<file path="src/rtl/clock_ctrl.sv">
// rtl/clock_ctrl.sv - Digital-clock time base, set-mode FSM and blink control
module clock_ctrl #(
    parameter int TICK_DIV  = 50000000,
    parameter int BLINK_DIV = 25000000
) (
    input  logic       clk,
    input  logic       reset,
    input  logic       mode_btn,
    input  logic       inc_btn,
    input  logic       sec_at_max,
    input  logic       min_at_max,
    output logic       sec_adv,
    output logic       min_adv,
    output logic       hour_adv,
    output logic       sec_clr,
    output logic [1:0] mode,
    output logic       blink
);

    localparam int PW = (TICK_DIV > 1) ? $clog2(TICK_DIV) : 1;
    localparam int BW = (BLINK_DIV > 1) ? $clog2(BLINK_DIV) : 1;
    localparam logic [PW-1:0] PRESC_MAX = PW'(TICK_DIV - 1);
    localparam logic [BW-1:0] BLINK_MAX = BW'(BLINK_DIV - 1);

    typedef enum logic [1:0] {
        RUN      = 2'b00,
        SET_HOUR = 2'b01,
        SET_MIN  = 2'b10,
        ILLEGAL  = 2'b11
    } state_t;

    state_t state;
    state_t next_state;

    logic [PW-1:0] prescaler;
    logic [PW-1:0] prescaler_d;
    logic [BW-1:0] blink_cnt;
    logic [BW-1:0] blink_cnt_d;
    logic          blink_d;
    logic          mode_prev;
    logic          inc_prev;
    logic          sec_adv_d;
    logic          min_adv_d;
    logic          hour_adv_d;
    logic          sec_clr_d;

    logic mode_rise;
    logic inc_rise;
    logic tick;

    assign mode_rise = mode_btn & ~mode_prev;
    assign inc_rise  = inc_btn & ~inc_prev;
    assign tick      = (prescaler == PRESC_MAX);
    assign mode      = state;

    always_ff @(posedge clk) begin
        if (!reset) begin
            state <= RUN;
        end else begin
            state <= next_state;
        end
    end

    always_comb begin
        next_state = state;
        case (state)
            RUN:      if (mode_rise) next_state = SET_HOUR;
            SET_HOUR: if (mode_rise) next_state = SET_MIN;
            SET_MIN:  if (mode_rise) next_state = RUN;
            default:  next_state = RUN;
        endcase
    end

    always_comb begin
        sec_adv_d  = 1'b0;
        min_adv_d  = 1'b0;
        hour_adv_d = 1'b0;
        sec_clr_d  = 1'b0;
        case (state)
            RUN: begin
                if (tick) begin
                    sec_adv_d  = 1'b1;
                    min_adv_d  = sec_at_max;
                    hour_adv_d = sec_at_max & min_at_max;
                end
            end
            SET_HOUR: hour_adv_d = inc_rise & ~mode_rise;
            SET_MIN: begin
                min_adv_d = inc_rise & ~mode_rise;
                sec_clr_d = mode_rise;
            end
            default: ;
        endcase
    end

    // Leaving SET_MIN restarts the second so the first tick is a full period away.
    always_comb begin
        prescaler_d = prescaler + PW'(1);
        if (tick || (state == SET_MIN && mode_rise)) begin
            prescaler_d = '0;
        end
    end

    // Blink is forced on whenever RUN is current or next, so entry always starts lit.
    always_comb begin
        blink_cnt_d = blink_cnt + BW'(1);
        blink_d     = blink;
        if (next_state == RUN || state == RUN) begin
            blink_cnt_d = '0;
            blink_d     = 1'b1;
        end else if (blink_cnt == BLINK_MAX) begin
            blink_cnt_d = '0;
            blink_d     = ~blink;
        end
    end

    always_ff @(posedge clk) begin
        if (!reset) begin
            prescaler <= '0;
            blink_cnt <= '0;
            blink     <= 1'b1;
            mode_prev <= 1'b1;
            inc_prev  <= 1'b1;
            sec_adv   <= 1'b0;
            min_adv   <= 1'b0;
            hour_adv  <= 1'b0;
            sec_clr   <= 1'b0;
        end else begin
            prescaler <= prescaler_d;
            blink_cnt <= blink_cnt_d;
            blink     <= blink_d;
            mode_prev <= mode_btn;
            inc_prev  <= inc_btn;
            sec_adv   <= sec_adv_d;
            min_adv   <= min_adv_d;
            hour_adv  <= hour_adv_d;
            sec_clr   <= sec_clr_d;
        end
    end

endmodule

</file>
<file path="config.mk">
export PLATFORM = sky130hd
export DESIGN_NAME = clock_ctrl
export DESIGN_NICKNAME = d
export VERILOG_FILES = /design/src/rtl/clock_ctrl.sv
export SDC_FILE = /design/constraint.sdc
export NUM_CORES = 1
export LEC_CHECK = 0
export ABC_AREA = 0
export CORE_MARGIN = 3
export CORE_UTILIZATION = 59
export CTS_CLUSTER_DIAMETER = 80
export DETAILED_ROUTE_END_ITERATION = 16
export PLACE_DENSITY = 0.89
export SYNTH_ARGS = -nofsm -noshare
export SYNTH_HDL_FRONTEND = slang
export SYNTH_SLANG_ARGS = --single-unit
</file>
<file path="constraint.sdc">
create_clock -name clk -period 2.7 [get_ports clk]
set_clock_uncertainty 0.1 [all_clocks]
set_input_delay 0.675 -clock clk [delete_from_list [all_inputs] [get_ports clk]]
set_output_delay 0.675 -clock clk [all_outputs]
set_load 0.01 [all_outputs]
</file>
==> results.sh, run 1 <==
export IMPL_cts_root_buf="clkbuf_8"
export IMPL_wl_met1_um=2840
export IMPL_top_layer="met4"
export IMPL_fin_crit_sh_pct=80.3
export IMPL_crit_cells=1
export IMPL_rrSetupSlack_ns=0.54
export IMPL_r2r_start="blink_cnt[0]$_SDFF_PP0_"
export IMPL_fin_crit_ns=2.17
export IMPL_min_delay_start="prescaler[0]$_SDFF_PP0_"
export IMPL_syn_area_um2=2830
export IMPL_synthTopCellsByArea="dfxtp_1 42%, xor2_1 4.6%, nand4_1 4.4%"
export IMPL_grt_usage_pct=23.0
export IMPL_vias=2445
export IMPL_areaGrowthSynthToFinish_pct=11.7
export IMPL_core_area_um2=4500
export IMPL_ctsResizeCount=0
export IMPL_maxCapViolations=0
export IMPL_drc=0
export IMPL_cts_tree="done"
export IMPL_ios=13
export IMPL_syn_avg_cell_area_um2=8.98
export IMPL_start_util_pct=62.8
export IMPL_layout_setup_ws_ns=0.533
export IMPL_routed_via_density=6.30
export IMPL_antenna_left=0
export IMPL_synth_top_area_share_pct=42.4
export IMPL_final_cell_mix="60 x dfxtp_1, 20 x nand4_1, 18 x nor2_1, 17 x nand3_1"
export IMPL_async_flop_share_pct=0
export IMPL_cts_setup_buffers=0
export IMPL_drv_slew=0
export IMPL_largest_reg_flops=26
export IMPL_p_per_area_nw_per_um2=520
export IMPL_cp_cell_sequence="clkdlybuf4s50_1"
export IMPL_gr_total_overflow=0
export IMPL_hold_end="prescaler[0]$_SDFF_PP0_"
export IMPL_drt_iter0_drc=189
export IMPL_fin_cells=388
export IMPL_clk_latency_ns=0.33
export IMPL_drt_wirelength_per_cell_um=15.6
export IMPL_synth_edff_count=0
export IMPL_relSlewSlack_pct=71.4
export IMPL_syn_nets=323
export IMPL_regMostFlops="prescaler"
export IMPL_path_clk_slew_ns=0.06
export IMPL_tns_ns=0
export IMPL_clock_fmax_ghz=0.462
export IMPL_cts_hold_buf=0
export IMPL_synth_distinct_cells=45
export IMPL_numClockSinks=60
export IMPL_pre_cts_ws_ns=0.378
export IMPL_wl_met2_um=2840
export IMPL_rows=24
export IMPL_cpLargestDelayFamily="buffers and inverters"
export IMPL_cts_max_level=3
export IMPL_peakVddDrop_v=0.000291
export IMPL_final_hold_violation_count=0
export IMPL_ys_seq_elements=60
export IMPL_startpoint_type="register"
export IMPL_fp_dieH_um=75.3
export IMPL_first_pass_iters=4
export IMPL_end_kind="output port"
export IMPL_crit_required_ns=1.92
export IMPL_io_buffers=12
export IMPL_drt_wl_total_um=6050
export IMPL_grt_max_degree=27
export IMPL_cpMaxStageDelayCell="clkdlybuf4s50_1"
export IMPL_finalSetupViolations=0
export IMPL_ys_flop_type="dfxtp_1"
export IMPL_layout_drive_gt1_share_pct=9.52
export IMPL_final_common_cell="dfxtp_1"
export IMPL_max_slew_worst_pin_slew_ns=0.430
export IMPL_layout_nets=340
export IMPL_antenna_cells=0
export IMPL_die_area_um2=5660
export IMPL_crit_start="mode[0]$_SDFF_PN0_"
export IMPL_hold_class="reg -> reg"
export IMPL_grt_first_pass_wirelength_um=10000
export IMPL_grt_setup_unrepaired="no"
export IMPL_die_w_um=75.3
export IMPL_rr_worst_depth=5
export IMPL_met3_length_um=248
export IMPL_grt_pass1_vias=2192
export IMPL_clockBufferDepth=2
export IMPL_p_leak_nw=0.992
export IMPL_syn_inst=315
export IMPL_worstPathMaxFanout=8
export IMPL_timing_rr_end="blink_cnt[22]$_SDFF_PP0_"
export IMPL_gp_congestion=0.837
export IMPL_antenna_found_initial=0
export IMPL_hpwlAfterDp_um=4060
export IMPL_yosysTopAreaCell="dfxtp_1"
export IMPL_dp_cells=373
export IMPL_status="completed"
export IMPL_path_class="reg -> out"
export IMPL_min_delay_path_depth=1
export IMPL_critPathMaxStageDelay_ns=0.59
export IMPL_cts_buffers_inserted=9
export IMPL_worstPathArrival_ns=1.39
export IMPL_yosysWarnings=0
export IMPL_seq_area_frac_synth_pct=42.4
export IMPL_crit_buf_inv=1
[Yosys cell counts (2+ instances only)]
master,instances
nor4bb_1,2
a211oi_1,10
xnor2_1,11
nor4b_1,2
buf_6,2
o31ai_1,10
nor2b_1,4
nand2b_1,6
or3_2,2
nand3_1,17
xor2_1,15
o21ai_0,12
clkbuf_1,5
inv_1,4
a21oi_1,14
nand4b_1,2
and2_1,4
and4_1,3
nor4_1,6
ha_1,2
or4_2,2
and3_1,12
buf_2,4
nor2_1,18
nor3b_1,2
nand4_1,20
or3_1,12
or4_1,9
dfxtp_1,60
nor3_1,15
nand2_1,14
[final cells by class]
class	count	area, µm²
Multi-Input combinational cell	240	1550
Fill cell	350	1340
Sequential cell	60	1200
Clock buffer	13	159
Timing Repair Buffer	17	158
Tap cell	52	65.1
Inverter	4	15.0
Clock inverter	2	10.0
[per-layer routing]
metal | up-vias | track usage, %
li1 | 1221 | -
met3 | 12 | 4.94
met1 | 1161 | 29.6
met2 | 51 | 36.4
met4 | 0 | 11.8
met5 | - | 0
[through the flow]
stage | hold WS, ns | area, µm² | total power, mW | util (%)
2_1_floorplan | 0.330 | 2830 | 0.945 | -
3_3_place_gp | 0.346 | 2990 | 0.962 | 66.4
3_5_place_dp | 0.380 | 2990 | 0.965 | 66.4
4_1_cts | 0.391 | 3160 | 1.65 | 70.2
5_1_grt | 0.413 | 3160 | 1.69 | 70.2
6_report | 0.388 | 3160 | 1.64 | 70.2
[worst max-delay path by stage]
| stage | end | slack (ns) |
|---|---|---|
| floorplan | prescaler[10]$_SDFF_PP0_ | 0.75 |
| global placement | prescaler[2]$_SDFF_PP0_ | 0.42 |
| detailed placement | prescaler[8]$_SDFF_PP0_ | 0.38 |
| CTS | mode[0] | 0.53 |
| global route | blink_cnt[22]$_SDFF_PP0_ | 0.39 |
| finish | mode[0] | 0.53 |
[cells by family (layout without fill, tap and decap cells)]
family	count (synthesis)	after routing	share of synthesized area [%]
compound gates	50	50	11.2
xor+xnor	26	26	8.05
fa+ha+maj	2	2	0.884
buf+inv	15	36	2.70
flops	60	60	42.4
simple gates	162	162	34.7
[power breakdown]
group	total, mW	switching, mW	leakage, nW	internal, mW
Clock	0.698	0.323	0.0893	0.376
Sequential	0.901	0.00827	0.485	0.893
Combinational	0.0452	0.0239	0.418	0.0212
Total	1.64	0.355	0.992	1.29
No activity file was read; power rests on OpenSTA's default activity.
==> inputs of run 2 (changes only) <==
- clock period: 2.7 -> 2.2 ns (I/O delays scaled with it)
==> run 2 against run 1 <==
Via count grew 3.8%. Utilization rose by 3.8 points. Worst setup slack worse by 0.42 ns. Global-route usage rose by 0.87 points. Total power grew 45%. Combinational power up 32%. Cell area grew 5.5%. Critical path depth is 5 higher. Die area did not move. Sequential power grew 22%. Sequential share of layout area is 2.0 points lower.
==> results.sh, run 2 (synthesis gave the netlist of run 1 again) <==
export IMPL_status="completed"
export IMPL_min_delay_start="prescaler[0]$_SDFF_PP0_"
export IMPL_fin_cells=399
export IMPL_finalSetupViolations=0
export IMPL_p_comb_share_pct=2.5
export IMPL_rows=24
export IMPL_start_util_pct=62.8
export IMPL_final_hold_violation_count=0
export IMPL_cts_max_level=3
export IMPL_p_seq_share_pct=46.3
export IMPL_critPathMaxStageDelay_ns=0.39
export IMPL_hpwlAfterDp_um=4050
export IMPL_r2r_start="prescaler[9]$_SDFF_PP0_"
export IMPL_post_route_util_pct=74.0
export IMPL_gr_total_overflow=0
export IMPL_vias=2537
export IMPL_grt_pass1_vias=2353
export IMPL_crit_buf_inv=2
export IMPL_path_class="reg -> reg"
export IMPL_clockBufferDepth=2
export IMPL_areaGrowthSynthToFinish_pct=17.8
export IMPL_path_clk_slew_ns=0.07
export IMPL_cp_cell_sequence="nor4_1, nand4_1, buf_4, o311ai_2, buf_12, nor2_1"
export IMPL_maxCapViolations=0
export IMPL_clock_fmax_ghz=0.480
export IMPL_max_slew_worst_pin_slew_ns=0.364
export IMPL_p_leak_nw=1.08
export IMPL_fin_crit_sh_pct=94.8
export IMPL_die_area_um2=5660
export IMPL_worstPathMaxFanout=26
export IMPL_crit_start="prescaler[9]$_SDFF_PP0_"
export IMPL_fp_dieH_um=75.3
export IMPL_drt_iter0_drc=221
export IMPL_worstPathArrival_ns=2.21
export IMPL_routed_via_density=6.36
export IMPL_largest_reg_flops=26
export IMPL_antenna_left=0
export IMPL_cpMaxStageDelayCell="nor4_1"
export IMPL_fin_crit_ns=2.08
export IMPL_power_switching_mw=0.478
export IMPL_grt_max_degree=27
export IMPL_layout_drive_gt1_share_pct=13.3
export IMPL_die_w_um=75.3
export IMPL_layout_nets=350
export IMPL_peakVddDrop_v=0.000399
export IMPL_core_area_um2=4500
export IMPL_first_pass_iters=4
export IMPL_drt_wl_total_um=6260
export IMPL_antenna_found_initial=0
export IMPL_drc=0
export IMPL_final_common_cell="dfxtp_1"
export IMPL_grt_usage_pct=23.9
export IMPL_end_kind="register"
export IMPL_grt_setup_unrepaired="no"
export IMPL_switching_share_pct=20.0
export IMPL_drv_slew=0
export IMPL_antenna_cells=0
export IMPL_cts_tree="done"
export IMPL_clk_latency_ns=0.34
export IMPL_gp_congestion=0.827
export IMPL_io_buffers=12
export IMPL_cpLargestDelayFamily="simple AND/OR/NAND/NOR gates"
export IMPL_cts_hold_buf=0
export IMPL_p_int_mw=1.91
export IMPL_cts_buffers_inserted=9
export IMPL_p_per_area_nw_per_um2=716
export IMPL_tns_ns=0
export IMPL_hold_class="reg -> reg"
export IMPL_pwr_share_clk_pct=51.2
export IMPL_ios=13
export IMPL_cts_root_buf="clkbuf_8"
export IMPL_final_cell_mix="60 x dfxtp_1, 20 x nand4_1, 18 x nor2_1, 17 x nand3_1"
export IMPL_numClockSinks=60
export IMPL_regMostFlops="prescaler"
export IMPL_drt_wirelength_per_cell_um=15.7
export IMPL_startpoint_type="register"
export IMPL_grt_first_pass_wirelength_um=10300
export IMPL_relSlewSlack_pct=75.5
export IMPL_dp_cells=382
export IMPL_crit_required_ns=2.33
run 2: cell count changes in the layout (fill, tap and decap cells not counted):
cell        before  now
buf_12           0    1
buf_4            5   14
bufinv_16        0    3
clkbuf_1         2    0
clkbuf_8        11   10
clkinv_2         2    1
clkinv_4         0    1
clkinvlp_4       0    1
or3_1           12   11
or3_4            0    1
run 2: power by group through the flow:
stage | Combinational [mW] | Clock, mW | Sequential [mW]
after global routing | 0.0647 | 1.28 | 1.11
final | 0.0596 | 1.22 | 1.10
after detailed placement | 0.0586 | 0 | 1.13
after global placement | 0.0576 | 0 | 1.13
after CTS | 0.0599 | 1.23 | 1.10
after floorplan | 0.0321 | 0 | 1.13
run 2: metal layers:
layer | vias up | share of wire [%] | track usage, % | wire (µm)
met1 | 1199 | 46 | 29.6 | 2860
met4 | 0 | 2.2 | 12.2 | 137
li1 | 1252 | - | - | -
met3 | 14 | 5.1 | 5.34 | 320
met2 | 72 | 47 | 38.9 | 2940
met5 | - | 0 | 0 | 0
run 2: final timing paths:
| path | endpoint | cells past startpoint | slack [ns] |
|---|---|---|---|
| setup / recovery | prescaler[7]$_SDFF_PP0_ | 6 | 0.12 |
| hold / removal | prescaler[0]$_SDFF_PP0_ | 1 | 0.38 |
| setup reg to reg | prescaler[7]$_SDFF_PP0_ | 6 | 0.12 |
| hold reg to reg | prescaler[0]$_SDFF_PP0_ | 1 | 0.38 |
run 2: final cells by class:
type,instances,area [µm²]
multi-input combinational,240,1560
sequential,60,1200
fill,300,1170
timing repair buffer,27,245
clock buffer,10,138
clock inverter,6,111
tap,52,65.1
inverter,4,15.0
run 2: repair_timing:
item                                    4_1_cts  5_1_grt
setup buffers                                 0        1
gates resized for setup                       0        1
endpoints found under the setup margin        0        2
run 2: stage by stage:
| step | power, mW | setup WS, ns | area, µm² | hold slack [ns] |
|---|---|---|---|---|
| 5_1_grt | 2.45 | 0.00480 | 3330 | 0.414 |
| 2_1_floorplan | 1.16 | 0.245 | 2830 | 0.330 |
| 3_3_place_gp | 1.19 | 0.140 | 3070 | 0.341 |
| 6_report | 2.39 | 0.115 | 3330 | 0.376 |
| 4_1_cts | 2.39 | 0.101 | 3320 | 0.382 |
| 3_5_place_dp | 1.19 | 0.115 | 3070 | 0.367 |
==> variant (config.mk and constraints of run 2) <==
Make the reset (`reset`) asynchronous in 2 clocked blocks.
--- a/src/rtl/clock_ctrl.sv
+++ b/src/rtl/clock_ctrl.sv
@@ -54,5 +54,5 @@
     assign mode      = state;
 
-    always_ff @(posedge clk) begin
+    always_ff @(posedge clk or negedge reset) begin
         if (!reset) begin
             state <= RUN;
@@ -115,5 +115,5 @@
     end
 
-    always_ff @(posedge clk) begin
+    always_ff @(posedge clk or negedge reset) begin
         if (!reset) begin
             prescaler <= '0;
Behaviour: differs if reset is asserted again (counterexample within 4 cycles, from zero or initial values and one cycle with reset low); with reset held inactive, the same outputs for 10 cycles.
==> variant against run 2 <==
Non-clock buffer count down 4. Synthesized area up 6.1%. Design area up 4.7%. Setup slack worse by 0.029 ns. Sequential cell count unchanged. Largest cell class is now flip-flops and latches. Wire length up 6.6%. First-iteration DRC count unchanged.
Power is not compared: it rests on default switching activity, and its combinational part moved more than twofold at a synthesized area within 25%.
==> variant: results (changes against run 2) <==
----------------------------------------------------
[Detailed routing]
  Post-DR vias/cell ... 6.24 (was 6.36)
  Met2 routed wirelength ... 3470 um (was 2940 um)
  DR WL met3 ... 325 um (was 320 um)
  Top routing layer in use ... met4 (unchanged)
  Metal1 wirelength ... 2650 um (was 2860 um)
  Number of detailed-routing iterations run before antenna repair ... 4 (unchanged)

[Logic synthesis]
  Cells taking the most area after synthesis ... dfrtp_1 48%, xor2_1 4.7%, a21oi_1 4.2% (was dfxtp_1 42%, xor2_1 4.6%, nand4_1 4.4%)
  Syn nets ... 320 (was 323)
  Share of the yosys chip area belonging to registers ... 50.1% (was 42.4%)
  Top cell types by occurrence after synthesis ... 57 x dfrtp_1, 31 x nor2_1, 25 x a21oi_1, 21 x nand3_1, 19 x nand4_1 (was 60 x dfxtp_1, 20 x nand4_1, 18 x nor2_1, 17 x nand3_1)
  Top FF cell, synth ... dfrtp_1 (was dfxtp_1)
  Unique cell type count in the Yosys netlist ... 36 (was 45)
  Share of async-settable or async-resettable flops after synthesis ... 100% (was 0%)

[Setup path]
  Critical path fanouts, max ... 8 (was 26)
  Critical path arrival ... 2.27 ns (was 2.21 ns)
  Delay of the slowest cell on the worst path ... 0.61 ns (was 0.39 ns)
  Cell with the largest stage delay on the worst path ... or4_4 (was nor4_1)

[CTS]
  Number of H-tree levels ... 3 (unchanged)

[Status]
  Result of the run ... complete, no violations (unchanged)

[Finish]
  Total of fill cells in the finished design ... 342 (was 300)
  Non-clock buffer instance count of the final layout ... 23 (was 27)
  Number of inverters outside the clock class in the layout ... 8 (was 4)
  Non-clk buf share ... 6.74% (was 7.36%)
  Share of post-route cells with drive strength above 1 ... 10.6% (was 13.3%)
  Clock network contribution to total cell area ... 6.20% (was 7.47%)
  Register share of the cell area ... 43.1% (was 36.0%)
  Clock buffer count ... 10 (unchanged)
  #MultiIn Comb ... 233 (was 240)
  Multi-input gate area ... 1420 sq um (was 1560 sq um)
  Net count, final ... 343 (was 350)

[Placed design]
  Cell Area, Placed ... 3270 sq um (was 3070 sq um)
  Gpl congestion ... 0.887 (was 0.827)
  Detailed placer's ending HPWL ... 4300 um (was 4050 um)

[Power]
  Leakage component of the power ... 1.38 nW

[Global routing]
  Maximum number of pins on one net before global-route repair ... 61 (was 27)
  Global routing met1 resource utilization ... 30.2% (was 29.6%)
  First-pass GRT wire length ... 11,400 um (was 10,300 um)
  Grt met3 use ... 4.99% (was 5.34%)
  Met2 Usage GRT ... 40.1% (was 38.9%)
  Vias in the first global route ... 2,461 (was 2,353)
  Global-route total usage across every layer ... 24.2% (was 23.9%)

[Floorplan]
  Total die area ... 5980 sq um (was 5660 sq um)

[Worst hold path]
  Hold Crit Class ... in -> async (was reg -> reg)

----------------------------------------------------
==> variant: cell types whose count changed in the layout (fill, tap and decap cells not counted), sizes merged, moves of 5 or more <==
cell and delta:
and3 -6, a211oi -10, dfxtp -60, nor3 -12, dfrtp +57, nand3 +5
a21oi +10, nor2 +13
==> variant: final timing paths <==
kind                                   startpoint                      end  slack, ns  cells past startpoint
min in group clk           blink_cnt[0]$_DFF_PN0_   blink_cnt[0]$_DFF_PN0_       0.39                      1
setup reg to reg           blink_cnt[2]$_DFF_PN0_  blink_cnt[23]$_DFF_PN0_       0.09                      4
hold reg to reg            blink_cnt[0]$_DFF_PN0_   blink_cnt[0]$_DFF_PN0_       0.39                      1
hold / removal                              reset       hour_adv$_DFF_PN0_       0.09                      2
setup / recovery           blink_cnt[2]$_DFF_PN0_  blink_cnt[23]$_DFF_PN0_       0.09                      4
max in group asynchronous                   reset      mode_prev$_DFF_PN1_       1.61                      2
==> variant: through the flow <==
stage	instances	worst slack, ns	util (%)	total power, mW
2_1_floorplan	312	0.200	-	2.14
3_3_place_gp	391	0.127	67.8	2.42
3_5_place_dp	391	0.0319	67.8	2.48
4_1_cts	407	0.0717	72.4	3.59
5_1_grt	407	0.0171	72.5	3.78
6_report	407	0.0864	72.5	3.57
==> variant: repair_timing <==
action                     in CTS  in global routing
setup endpoints to repair       1                  3
setup buffers                   0                  0
gates resized for setup         1                  1
gates cloned                    0                  0
pin swaps                       0                  1
==> variant: kinds of logic after synthesis <==
logic type	count (synthesis)	share of synthesized area, %
buf+inv	19	2.79
compound gates	52	9.50
flops	60	50.1
fa+ha+maj	2	0.833
mux	1	0.333
xor+xnor	25	7.29
simple gates	153	29.1
==> variant: power breakdown <==
group	switching, mW	internal (mW)
combinational	0.437	0.362
sequential	0.321	1.37
clock	0.450	0.637
